`src/rtl/memstream_cfg_arbiter.sv`:
```
// memstream_cfg_arbiter: sole master of a memstream config port, interleaving a sequential
// weight-load stream with single host reads/writes; host read data returns through a 2-entry FIFO.
module memstream_cfg_arbiter #(
    parameter int DEPTH = 1024,
    parameter int WIDTH = 32,
    parameter int BURST = 16
) (
    input  logic             clk,
    input  logic             rst_n,
    input  logic             ld_vld,
    output logic             ld_rdy,
    input  logic [WIDTH-1:0] ld_dat,
    output logic             ld_done,
    input  logic             hst_req,
    input  logic             hst_we,
    input  logic [31:0]      hst_addr,
    input  logic [WIDTH-1:0] hst_wdat,
    output logic             hst_ack,
    output logic             hst_rvld,
    input  logic             hst_rrdy,
    output logic [WIDTH-1:0] hst_rdat,
    output logic             cfg_ce,
    output logic             cfg_we,
    output logic [31:0]      cfg_address,
    output logic [WIDTH-1:0] cfg_d0,
    input  logic             cfg_rack,
    input  logic [WIDTH-1:0] cfg_q0
);
    localparam int AW = DEPTH > 1 ? $clog2(DEPTH) : 1;
    localparam int BW = $clog2(BURST + 1);

    typedef enum logic [1:0] {IDLE, LOAD, HOST} state_t;

    state_t           state, nxt;
    logic [1:0]       rs;
    logic             arst_n;
    logic [AW-1:0]    ptr;
    logic [BW-1:0]    bcnt;
    logic             last_ld;
    logic [1:0]       rinf;
    logic [2:0]       oob;
    logic [1:0]       fcnt;
    logic             hd, tl;
    logic [WIDTH-1:0] fmem [2];
    logic [2:0]       used;
    logic             credit, hst_oob, last_wr;
    logic             ld_fire, issue_h, rd_real, rd_oob;
    logic             take, push, pop;
    logic [WIDTH-1:0] pdat;

    // Reset asserts asynchronously but releases only on a clock edge.
    always_ff @(posedge clk or negedge rst_n)
        if (!rst_n) rs <= '0;
        else rs <= {rs[0], 1'b1};
    assign arst_n = rs[1];

    // Reads in flight plus buffered responses never exceed the FIFO depth.
    assign used    = 3'(fcnt) + 3'(rinf) + 3'(oob[0]) + 3'(oob[1]) + 3'(oob[2]);
    assign credit  = used < 3'd2;
    assign hst_oob = hst_addr >= 32'(DEPTH);
    assign last_wr = ptr == AW'(DEPTH - 1);

    always_ff @(posedge clk or negedge arst_n)
        if (!arst_n) state <= IDLE;
        else state <= nxt;

    always_comb begin
        nxt = state;
        case (state)
            IDLE:    nxt = hst_req && (last_ld || !ld_vld) ? HOST : ld_vld ? LOAD : IDLE;
            LOAD:    nxt = !ld_vld || bcnt == BW'(BURST - 1) || last_wr ? IDLE : LOAD;
            HOST:    nxt = hst_ack || !hst_req ? IDLE : HOST;
            default: nxt = IDLE;
        endcase
    end

    always_comb begin
        ld_rdy  = state == LOAD;
        ld_fire = ld_rdy && ld_vld;
        hst_ack = state == HOST && hst_req && (hst_we || credit);
        issue_h = hst_ack && !hst_oob;
        rd_real = issue_h && !hst_we;
        rd_oob  = hst_ack && hst_oob && !hst_we;
    end

    always_ff @(posedge clk or negedge arst_n)
        if (!arst_n) begin
            cfg_ce      <= 1'b0;
            cfg_we      <= 1'b0;
            cfg_address <= '0;
            cfg_d0      <= '0;
            ld_done     <= 1'b0;
            ptr         <= '0;
            bcnt        <= '0;
            last_ld     <= 1'b0;
        end else begin
            cfg_ce  <= ld_fire || issue_h;
            cfg_we  <= ld_fire || (issue_h && hst_we);
            ld_done <= ld_fire && last_wr;
            if (ld_fire || issue_h) begin
                cfg_address <= ld_fire ? 32'(ptr) : hst_addr;
                cfg_d0      <= ld_fire ? ld_dat : hst_wdat;
            end
            if (ld_fire) ptr <= last_wr ? '0 : ptr + AW'(1);
            bcnt    <= state == LOAD ? bcnt + BW'(ld_fire) : '0;
            last_ld <= state == IDLE && nxt != IDLE ? nxt == LOAD : last_ld;
        end

    // Out-of-range reads ride a delay line matching the rack latency so responses stay ordered.
    assign take = cfg_rack && rinf != 2'd0;
    assign push = take || oob[2];
    assign pdat = take ? cfg_q0 : '0;
    assign pop  = hst_rvld && hst_rrdy;

    always_ff @(posedge clk or negedge arst_n)
        if (!arst_n) begin
            rinf    <= '0;
            oob     <= '0;
            fcnt    <= '0;
            hd      <= 1'b0;
            tl      <= 1'b0;
            fmem[0] <= '0;
            fmem[1] <= '0;
        end else begin
            rinf <= rinf + 2'(rd_real) - 2'(take);
            oob  <= {oob[1:0], rd_oob};
            fcnt <= fcnt + 2'(push) - 2'(pop);
            if (push) begin
                fmem[tl] <= pdat;
                tl       <= ~tl;
            end
            if (pop) hd <= ~hd;
        end

    assign hst_rvld = fcnt != 2'd0;
    assign hst_rdat = fmem[hd];
endmodule

```
`config.mk`:
```
export PLATFORM = sky130hd
export DESIGN_NAME = memstream_cfg_arbiter
export DESIGN_NICKNAME = d
export VERILOG_FILES = /design/src/rtl/memstream_cfg_arbiter.sv
export SDC_FILE = /design/constraint.sdc
export NUM_CORES = 1
export LEC_CHECK = 0
export BUFFER_PORTS_ARGS = -buffer_cell sky130_fd_sc_hd__buf_2
export CAP_MARGIN = 20
export CORE_MARGIN = 3
export CORE_UTILIZATION = 50
export CTS_CLUSTER_SIZE = 12
export DETAILED_ROUTE_END_ITERATION = 8
export PLACE_DENSITY = 0.86
export SKIP_LAST_GASP = 1
export SYNTH_ARGS = -nofsm -noshare
export SYNTH_HDL_FRONTEND = slang
export SYNTH_SLANG_ARGS = --single-unit
```
`constraint.sdc`:
```
create_clock -name clk -period 14.3 [get_ports clk]
set_input_delay 1.43 -clock clk [delete_from_list [all_inputs] [get_ports clk]]
set_output_delay 1.43 -clock clk [all_outputs]
set_load 0.1 [all_outputs]
```
== After elaboration in Yosys (flattened, before gate mapping) ==
Cells that the tools add are included.

* Flip-flop bits (word level): 160
* Output and inout port bits: 102

* $add $sub $neg: 10
* Magnitude comparators: 5
* Eq/ne operators: 5
* Muxes and demuxes: 16
* Bitwise operators: 4
* Reductions and logical operators: 30

{| class="wikitable"
|+ Operators by type and width
! cell !! number
|-
| two-way mux 32 bit || 7
|-
| bitwise mux 64 bit || 1
|-
| demux 32 bit (select 1 bit) || 1
|-
| greater-or-equal comparator 32 x 11 -> 1 bit, second input constant || 1
|-
| logical AND 1 bit || 14
|-
| adder 10 x 1 -> 10 bit, second input constant || 1
|-
| equality test 10 bit, second input constant || 1
|-
| two-way mux 10 bit || 1
|-
| adder 3 x 1 -> 3 bit || 3
|-
| logical OR 1 bit || 8
|-
| case mux 2 bit (3 select lines) || 1
|-
| nonzero test 2 bit || 3
|-
| adder 5 x 1 -> 5 bit || 1
|-
| equality test 5 x 4 -> 1 bit, second input constant || 1
|-
| two-way mux 5 bit || 1
|-
| adder 2 x 1 -> 2 bit || 2
|-
| equality test 2 x 1 -> 1 bit, second input constant || 2
|-
| greater-or-equal comparator 2 bit, second input constant || 2
|-
| zero test 1 bit || 4
|-
| two-way mux 2 bit || 2
|-
| NOT 1 -> 2 bit || 2
|-
| subtractor 2 x 1 -> 2 bit || 2
|-
| adder 2 x 2 -> 3 bit || 1
|-
| < comparator 3 x 2 -> 1 bit, second input constant || 1
|-
| 5 further kinds || 7
|}

== Logic depth before layout (Yosys ltp) ==
Gate-level depths: netlist (run 1).

* Depth in word-level cells: 12
* Gate-level depth with buffers: 14
* Mapped depth without buffers: 13

== Least setup slack after synthesis (run 1) ==
OpenSTA, ideal clock, no wires.

* Path kind: register -> output
* Start point: reg rinf[0]
* End point: out hst_ack
* Arrival: 2768 ps
* Setup slack: 10102 ps
* Cell stages (with the launch flop): 9
* Path through: dfrtp_1 -> fa_1 -> ha_1 -> a21o_1 -> fa_1 -> and4bb_1 -> a21oi_4 -> inv_2 -> buf_2

* Word-level cells in the longest chain between the ends: 7

{| class="wikitable"
|+ RTL lines
! what !! line !! source
|-
| start: declaration || 40 || <nowiki>logic [1:0] rinf;</nowiki>
|-
| start signal: assignment || 125 || <nowiki>rinf <= rinf + 2'(rd_real) - 2'(take);</nowiki>
|-
| adder 2 x 2 -> 3 bit || 58 || <nowiki>assign used = 3'(fcnt) + 3'(rinf) + 3'(oob[0]) + 3'(oob[1]) + 3'(oob[2]);</nowiki>
|-
| adder 3 x 1 -> 3 bit (3 in a row) || 58 ||
|-
| < comparator 3 x 2 -> 1 bit || 59 || <nowiki>assign credit = used < 3'd2;</nowiki>
|-
| logical OR 1 bit || 80 || <nowiki>hst_ack = state == HOST && hst_req && (hst_we || credit);</nowiki>
|-
| logical AND 1 bit || 80 ||
|-
| end: declaration || 18 || <nowiki>output logic hst_ack,</nowiki>
|}

No other way between the ends.

== Final worst setup path (run 1) ==
Same ends and word-level chain as after synthesis.

==> impl_metrics.json, run 1 <==
{
  "status": "finished clean",
  "synth_edf_count": 0,
  "intPower_w": 0.00109,
  "cts_max_path_buffers": 2,
  "drive_above_1_share": 0.351,
  "vias": 6369,
  "cts.sinks": 160,
  "power_frac_seq": 0.300,
  "reg2reg_from": "rinf[0]",
  "whs_endpoint": "rs[1]",
  "ys.warnings.count": 0,
  "power.density_mw_per_mm2": 253,
  "cp_max_fo": 45,
  "timing.critical_path.mode_cell": "fa_1",
  "critical_path.startpoint": "rinf[0]",
  "hpwl_mm": 12.7,
  "power.total_w": 0.00230,
  "final.fill_count": 1080,
  "slowest_stage": "inv_2",
  "finalCritPeriodShare": 0.370,
  "syn_nets": 831,
  "drv_cap": 0,
  "postLayoutCoreUtil": 0.648,
  "regToRegSetupSlack_ns": 10.31,
  "antenna_found_initial": 1,
  "p_sw_w": 0.00121,
  "setup-violations-final": 0,
  "slew_violations": 0,
  "core-area_mm2": 0.0140,
  "design_area_mm2": 0.00910,
  "critPathMaxStageDelay_ns": 0.62,
  "min_path_cells": 0,
  "grt.total_usage": 0.242,
  "synthCells": 685,
  "cts_made_buffers": 17,
  "pwr-share-clk": 0.194,
  "port_buffers": 236,
  "drt_iter0_markers": 712,
  "syn_area_per_cell_um2": 10.6,
  "skew_ns": 0.00656,
  "p_leak_nw": 4.48,
  "startpoint_type": "register",
  "grt_overflow_total": 0,
  "rsz0062_at_grt": "no",
  "wl_mm": 19.4,
  "worstSetupEndpointType": "primary output",
  "place_area_mm2": 0.00848,
  "min_path_type": "register to register",
  "max-vdd-ir-drop_mv": 0.152,
  "ys_ff_latch": 160,
  "path_buf_inv": 2,
  "firstDrtPassIters": 5,
  "avgRoutedWirePerCell_um": 18.0,
  "hold_buffers": 0,
  "cts_root_buffer": "clkbuf_16",
  "reg2reg_to": "rinf[1]",
  "hold_path.startpoint": "rs[0]",
  "die_h_um": 127,
  "synth_cell_types": 42,
  "fmax_mhz": 189,
  "die-area_mm2": 0.0160,
  "synth_area_mm2": 0.00726,
  "ant_nets": 0,
  "grt_pass1_wl_mm": 31.3,
  "hold_viol": 0,
  "io-pin-count": 237,
  "antennaDiodeCount": 0,
  "cts_tree": "yes",
  "r2r_cells": 13,
  "drc": 0,
  "crit_chain": "fa_1 > ha_1 > a21o_1 > fa_1 > and4bb_1 > a21oi_4 > inv_2 > buf_2",
  "cts_resized": 0,
  "cp.arrival_ns": 3.86,
  "clock_latency_ns": 0.41,
  "tightest_slew_ns": 1.08,
  "area_growth_pct": 25.3,
  "cp_top_family": "adder cells",
  "async_flop_share": 1.00,
  "comb_power_share": 0.506,
  "worst_ep_required_time_ns": 12.87,
  "cts_setup_buffers": 0,
  "start_util": 0.517,
  "swShare": 0.524,
  "crit_type": "register to primary output",
  "place_congestion": 0.873,
  "fin_nets": 1034,
  "clk_pin_slew_ns": 0.06,
  "rows": 43,
  "timing.setup.tns_ns": 0,
  "viasPerCell": 5.91,
  "fin_crit_ns": 5.29,
  "grt_max_degree": 117,
  "grt_pass1_vias": 6243,
  "synthFlopType": "dfrtp_1",
  "h-tree-depth": 4,
  "relSlewSlack": 0.278,
  "ys_seq_area_frac": 0.551,
  "die_x_um": 127
}
-- through the flow --
step           std cells  setup WS (ns)  hold WS (ns)
5_1_grt             1078           8.88         0.373
2_1_floorplan        685           9.51         0.331
3_3_place_gp        1047           8.82         0.337
4_1_cts             1076           8.28         0.357
3_5_place_dp        1047           8.77         0.340
6_report            1078           9.01         0.354
-- state kept, by name (all words and copies together) (netlist names) --
signal / cells
tl: 1
hd: 1
cfg_ce: 1
oob: 3
fmem: 64
rinf: 2
state: 2
last_ld: 1
cfg_address: 32
cfg_we: 1
fcnt: 2
rs: 2
ptr: 10
ld_done: 1
bcnt: 5
cfg_d0: 32
-- layout by cell type (no fill, tap or decap), types with 3 or more instances in the layout --
cell type / n
inv_1: 7
a32o_1: 32
nor4_1: 6
xnor2_1: 13
xor2_1: 5
o31ai_1: 42
nor2_1: 56
buf_2: 236
nand4_1: 49
and2_1: 4
and3_1: 24
bufinv_16: 3
o21ai_0: 36
nand2_1: 73
mux2_2: 32
dfrtp_1: 158
nand3_1: 6
clkbuf_1: 3
a31oi_1: 43
ha_1: 9
clkbuf_16: 17
buf_4: 10
-- layer usage --
metal,part of all wire,global-route usage
met1,0.40,0.316
met2,0.48,0.388
met3,0.088,0.0627
met4,0.027,0.0946
met5,0.00036,0
-- cell usage after synthesis, types with 2 or more instances --
master / instances / area [um2]
clkbuf_1: 37 / 139
buf_1: 4 / 15.0
xnor2_1: 13 / 114
nor4_1: 6 / 37.5
inv_1: 7 / 26.3
nand2_1: 73 / 274
nand2b_1: 2 / 12.5
dfrtp_1: 160 / 4000
o21ai_1: 2 / 10.0
xor2_1: 5 / 43.8
and2_1: 4 / 25.0
mux2_2: 32 / 360
buf_2: 17 / 85.1
ha_1: 9 / 113
nand3_1: 6 / 30.0
nor3_1: 2 / 10.0
buf_4: 5 / 37.5
a31oi_1: 43 / 269
nor2_1: 56 / 210
o31ai_1: 42 / 315
a32o_1: 32 / 320
nand4_1: 49 / 307
and3_1: 24 / 150
o21ai_0: 36 / 180
fa_1: 2 / 40.0
-- how the worst max path moves through the flow --
| stage | slack, ns | cells after the start | endpoint |
|---|---|---|---|
| after floorplan | 9.51 | 0 | bcnt[0] |
| after global placement | 8.82 | 8 | hst_ack |
| after detailed placement | 8.77 | 8 | hst_ack |
| after CTS | 8.28 | 8 | hst_ack |
| after global routing | 8.88 | 8 | hst_ack |
| final | 9.01 | 8 | hst_ack |
-- layout make-up --
class | count | area, um2 | area share
multi-input cells | 453 | 2960 | 0.325
clock inverters | 9 | 136 | 0.0150
repair buffers | 248 | 1300 | 0.143
clock buffers | 20 | 437 | 0.0480
flip-flops and latches | 160 | 4010 | 0.441
inverters | 8 | 30.0 | 0.00330
well taps | 180 | 225 | 0.0248
-- power by group through the flow --
| stage | Sequential, W | Combinational, W | Clock, W |
|---|---|---|---|
| floorplan | 0.00109 | 0.000550 | 0 |
| global placement | 0.000689 | 0.00115 | 0 |
| detailed placement | 0.000693 | 0.00116 | 0 |
| CTS | 0.000690 | 0.00116 | 0.000454 |
| global route | 0.000709 | 0.00122 | 0.000475 |
| finish | 0.000690 | 0.00116 | 0.000445 |
-- logic make-up after synthesis --
kind of cell / synth area share
multiplexers: 0.0496
AND/OR/NAND/NOR: 0.154
XOR/XNOR: 0.0217
flip-flops: 0.551
AO/OA/AOI/OAI: 0.159
adder cells (fa/ha/maj): 0.0210
other: 0.000516
buffers and inverters: 0.0429
(Power assumes the default switching activity.)
==> run 2, diff against run 1 <==
clock period = 5.45 ns   (was 14.3 ns; I/O delays follow)
==> run 2 against run 1 <==
Compared with the run above: count of clock-buffer cells in the layout is 1 lower; setup slack worse by 7.7 ns; cell count is 0.65% higher; sequential share of layout area is 0.34 points lower; die area stayed put; largest power group unchanged.
==> impl_metrics.json, run 2 (same netlist as run 1, synthesis figures left out) <==
{
  "path_buf_inv": 2,
  "place_congestion": 0.857,
  "ant_nets": 0,
  "skew_ns": 0.00847,
  "drt_iter0_markers": 540,
  "vias": 6356,
  "met3WireLength_mm": 1.65,
  "area_growth_pct": 26.2,
  "relSlewSlack": 0.292,
  "top_layer": "met5",
  "fin_ws_ns": 1.32,
  "cts_max_path_buffers": 2,
  "largest_reg_flops": 64,
  "hpwl_mm": 12.8,
  "power.density_mw_per_mm2": 670,
  "die_x_um": 127,
  "grt_max_degree": 117,
  "wl_met1_mm": 7.98,
  "cts_tree": "yes",
  "timing.setup.tns_ns": 0,
  "cp_top_family": "adder cells",
  "min_path_type": "input pin to register",
  "setup-violations-final": 0,
  "cts_setup_buffers": 0,
  "wl_met2_mm": 9.44,
  "cts_made_buffers": 17,
  "drc": 0,
  "postLayoutCoreUtil": 0.653,
  "final_common_cell": "buf_2",
  "worst_ep_required_time_ns": 4.91,
  "top_regs": "fmem: 64 flops, cfg_address: 32 flops, cfg_d0: 32 flops",
  "firstDrtPassIters": 4,
  "fin_crit_ns": 4.13,
  "status": "finished clean",
  "startpoint_type": "register",
  "cp.arrival_ns": 3.58,
  "start_util": 0.517,
  "grt_overflow_total": 0,
  "viasPerCell": 5.86,
  "grt.total_usage": 0.243,
  "reg2reg_from": "rinf[0]",
  "fin_nets": 1037,
  "cp_max_fo": 26,
  "avgRoutedWirePerCell_um": 18.1,
  "tightest_slew_ns": 1.06,
  "whs_ns": 0.309,
  "design_area_mm2": 0.00917,
  "place_area_mm2": 0.00850,
  "hold_path.startpoint": "hst_we",
  "p_leak_nw": 4.52,
  "core-area_mm2": 0.0140,
  "cts.sinks": 160,
  "grt_pass1_wl_mm": 31.5,
  "rsz0062_at_grt": "no",
  "antenna_found_initial": 3,
  "timing.critical_path.mode_cell": "fa_1",
  "cts_root_buffer": "clkbuf_16",
  "crit_chain": "fa_1 > ha_1 > a21o_1 > fa_1 > and4bb_1 > a21oi_4 > inv_2 > buf_2",
  "die_h_um": 127,
  "dp_slack_ns": 1.78,
  "clock_latency_ns": 0.42,
  "final_cell_mix": "buf_2 (236), dfrtp_1 (158), nand2_1 (73)",
  "critical_path.startpoint": "rinf[0]",
  "drive_above_1_share": 0.357,
  "h-tree-depth": 4,
  "critPathMaxStageDelay_ns": 0.55,
  "top_register": "fmem",
  "max-vdd-ir-drop_mv": 0.541,
  "clk_pin_slew_ns": 0.06,
  "fmax_mhz": 242,
  "worstSetupEndpointType": "primary output",
  "slew_violations": 0,
  "hold_viol": 0,
  "crit_type": "register to primary output",
  "die-area_mm2": 0.0160,
  "io-pin-count": 237,
  "slowest_stage": "fa_1",
  "wl_mm": 19.6,
  "grt_pass1_vias": 6244,
  "finalCritPeriodShare": 0.757,
  "rows": 43,
  "port_buffers": 236,
  "drv_cap": 0
}
==> run 2: worst register-to-register path: stages, from the launching register on <==
cell,delay (ns)
dfrtp_1,0.41
fa_1,0.55
ha_1,0.23
a21o_1,0.19
fa_1,0.46
and4bb_1,0.33
a21oi_4,0.07
inv_2,0.39
nand4_1,0.17
ha_1,0.30
inv_1,0.03
ha_1,0.17
xnor2_1,0.17
xnor2_1,0.13
==> run 2: power breakdown <==
| group | total, W | leakage [nW] | switching (W) | internal (W) |
|---|---|---|---|---|
| Clock | 0.00126 | 0.305 | 0.000473 | 0.000791 |
| Combinational | 0.00314 | 2.12 | 0.00250 | 0.000647 |
| Sequential | 0.00173 | 2.09 | 0.000209 | 0.00152 |
==> run 2: per-stage QoR <==
| stage | total power, W | std cells |
|---|---|---|
| 6_report | 0.00614 | 1085 |
| 5_1_grt | 0.00642 | 1085 |
| 4_1_cts | 0.00616 | 1083 |
| 3_5_place_dp | 0.00488 | 1050 |
| 3_3_place_gp | 0.00482 | 1050 |
| 2_1_floorplan | 0.00430 | 685 |
==> run 2: path summary, 6_finish.rpt <==
kind / end / slack, ns / cells past startpoint
worst min register to register: fmem[15] / 0.33 / 0
max in group asynchronous: cfg_address[1] / 3.83 / 1
worst max register to register: rinf[1] / 1.77 / 13
worst min-delay path: oob[0] / 0.31 / 2
worst max-delay path: hst_ack / 1.32 / 8
min in group asynchronous: fmem[15] / 0.33 / 0
==> run 2: repair_timing <==
action	4_1_cts	5_1_grt
gates resized for setup	0	0
endpoints found under the hold margin	2	0
hold buffers	1	0
==> run 2: area by class of cell <==
class                           instances  area, um2
Fill cell                            1128       4870
Sequential cell                       160       4010
Multi-Input combinational cell        453       2960
Timing Repair Buffer                  251       1310
Clock buffer                           19        453
Tap cell                              180        225
Clock inverter                         13        184
Inverter                                8       30.0
Antenna cell                            1       2.50
==> run 2: routing by layer <==
| layer | up-vias | GRT usage |
|---|---|---|
| li1 | 2936 | - |
| met1 | 3073 | 0.319 |
| met2 | 303 | 0.382 |
| met3 | 40 | 0.0674 |
| met4 | 4 | 0.0991 |
| met5 | - | 0 |
==> run 3, diff against run 2 <==
CORE_UTILIZATION = 46   (was 50)
PLACE_DENSITY = 0.83   (was 0.86)
clock period = 3.4 ns   (was 5.45 ns; I/O delays follow)
==> run 3 against run 2 <==
Compared with the run above: first-iteration DRC count decreased by 31%; utilization fell by 5.2 points; sequential power increased by 63%; highest routed layer is now met4; worst hold slack lost 0.20 ns; cell count increased by 3.0%; sequential share of layout area down 0.18 points.
==> impl_metrics.json, run 3 (same netlist as run 1, synthesis figures left out) <==
{
  "crit_chain": "fa_1 > ha_1 > a21o_1 > fa_1 > and4bb_1 > a21oi_4 > inv_4 > nand4_1 > ha_1 > inv_1 > ha_1 > xnor2_2 > xnor2_1",
  "fin_ws_ns": 0.133,
  "slew_violations": 0,
  "hold_viol": 0,
  "antennaDiodeCount": 0,
  "worst_ep_required_time_ns": 3.70,
  "crit_cells": 13,
  "top_register": "fmem",
  "place_congestion": 0.836,
  "fmax_mhz": 306,
  "cts_tree": "yes",
  "power.total_w": 0.00973,
  "met3WireLength_mm": 1.46,
  "avgRoutedWirePerCell_um": 17.6,
  "power_frac_seq": 0.290,
  "hpwl_mm": 12.9,
  "cts_max_path_buffers": 2,
  "rsz0062_at_grt": "yes",
  "clock_latency_ns": 0.42,
  "start_util": 0.474,
  "wl_mm": 19.7,
  "h-tree-depth": 4,
  "io-pin-count": 237,
  "area_growth_pct": 26.8,
  "startpoint_type": "register",
  "grt.total_usage": 0.226,
  "grt_pass1_vias": 6389,
  "wl_met2_mm": 9.45,
  "timing.critical_path.mode_cell": "ha_1",
  "dp.cells": 1084,
  "cts.sinks": 160,
  "top_regs": "fmem: 64 flops, cfg_address: 32 flops, cfg_d0: 32 flops",
  "ant_nets": 0,
  "rows": 45,
  "port_buffers": 236,
  "tightest_slew_ns": 0.716,
  "swShare": 0.534,
  "crit_type": "register to register",
  "finalCritPeriodShare": 0.961,
  "fin_nets": 1040,
  "comb_power_share": 0.514,
  "drc": 0,
  "grt_pass1_wl_mm": 32.0,
  "final.fill_count": 1319,
  "firstDrtPassIters": 5,
  "path_buf_inv": 2,
  "power.density_mw_per_mm2": 1060,
  "slowest_stage": "fa_1",
  "drive_above_1_share": 0.361,
  "final_cell_mix": "buf_2 (235), dfrtp_1 (158), nand2_1 (73)",
  "die-area_mm2": 0.0173,
  "drv_cap": 0,
  "worstSetupEndpointType": "register",
  "intPower_w": 0.00453,
  "grt_max_degree": 81,
  "relSlewSlack": 0.519,
  "skew_ns": 0.00764,
  "min_path_type": "input pin to register",
  "cp_top_family": "adder cells",
  "setup-violations-final": 0,
  "critPathMaxStageDelay_ns": 0.54,
  "wl_met1_mm": 8.31,
  "max-vdd-ir-drop_mv": 0.554,
  "antenna_found_initial": 0,
  "pwr-share-clk": 0.196,
  "top_layer": "met4",
  "die_x_um": 132,
  "core-area_mm2": 0.0153,
  "clk_pin_slew_ns": 0.07,
  "p_sw_w": 0.00520,
  "largest_reg_flops": 64,
  "p_leak_nw": 4.52,
  "die_h_um": 132,
  "cp_max_fo": 5,
  "final_common_cell": "buf_2",
  "fin_crit_ns": 3.27,
  "drt_iter0_markers": 373,
  "vias": 6293,
  "dp_slack_ns": 0.121,
  "cts_made_buffers": 17,
  "min_path_cells": 2,
  "cts_root_buffer": "clkbuf_16",
  "r2r_cells": 13,
  "viasPerCell": 5.63,
  "instances_no_fill": 1118,
  "grt_overflow_total": 0,
  "status": "finished clean",
  "cp.arrival_ns": 3.57,
  "timing.setup.tns_ns": 0
}
-- run 3: changes by cell type in the layout (fill, tap and decap cells not counted), moves of 2 or more --
cell	delta
clkinvlp_4	-2
bufinv_16	-3
clkbuf_8	-2
clkinv_2	-2
inv_6	+5
buf_4	+3
inv_8	+4
-- run 3: layout make-up --
type	instances	area (um2)	area share
Timing Repair Buffer	254	1350	0.146
Inverter	8	32.5	0.00353
Multi-Input combinational cell	453	2960	0.322
Tap cell	211	264	0.0287
Clock inverter	15	165	0.0179
Clock buffer	17	425	0.0462
Sequential cell	160	4010	0.435
-- run 3: power groups by stage --
stage	Clock, W	Sequential (W)	Combinational (W)
finish	0.00191	0.00282	0.00500
global route	0.00203	0.00289	0.00527
CTS	0.00195	0.00282	0.00502
detailed placement	0	0.00284	0.00503
global placement	0	0.00283	0.00495
floorplan	0	0.00459	0.00233
-- run 3: per-stage QoR --
step                cell area (um2)   util  hold WS, ns
global route                   9210  0.601       0.0893
CTS                            9190  0.600       0.0868
detailed placement             8590  0.561        0.129
floorplan                      7280      -       0.0444
global placement               8590  0.561        0.127
finish                         9210  0.601        0.113
-- run 3: path summary, 6_finish.rpt --
kind,startpoint,slack [ns],endpoint
max in group asynchronous,rs[1],2.19,fmem[14]
max,oob[0],0.13,rinf[1]
max reg2reg,oob[0],0.13,rinf[1]
min in group asynchronous,rst_n,0.23,rs[1]
min,hst_we,0.11,oob[0]
min reg2reg,rs[1],0.35,tl
-- run 3: repair_timing --
item,CTS,global route
hold buffers,1,0
setup endpoints to repair,0,1
endpoints found under the hold margin,2,0
buffers inserted,0,1
resized for setup,0,1
-- run 3: worst register-to-register path, stage by stage (launching register included) --
cell	delay (ns)
dfrtp_1	0.40
fa_1	0.54
ha_1	0.22
a21o_1	0.18
fa_1	0.45
and4bb_1	0.31
a21oi_4	0.08
inv_4	0.10
nand4_1	0.10
ha_1	0.29
inv_1	0.04
ha_1	0.19
xnor2_2	0.14
xnor2_1	0.13
-- run 3: per-layer routing --
metal | track usage | vias to the layer above
met5 | 0 | -
met4 | 0.0881 | 0
met3 | 0.0678 | 38
met2 | 0.360 | 250
met1 | 0.293 | 3058
li1 | - | 2947
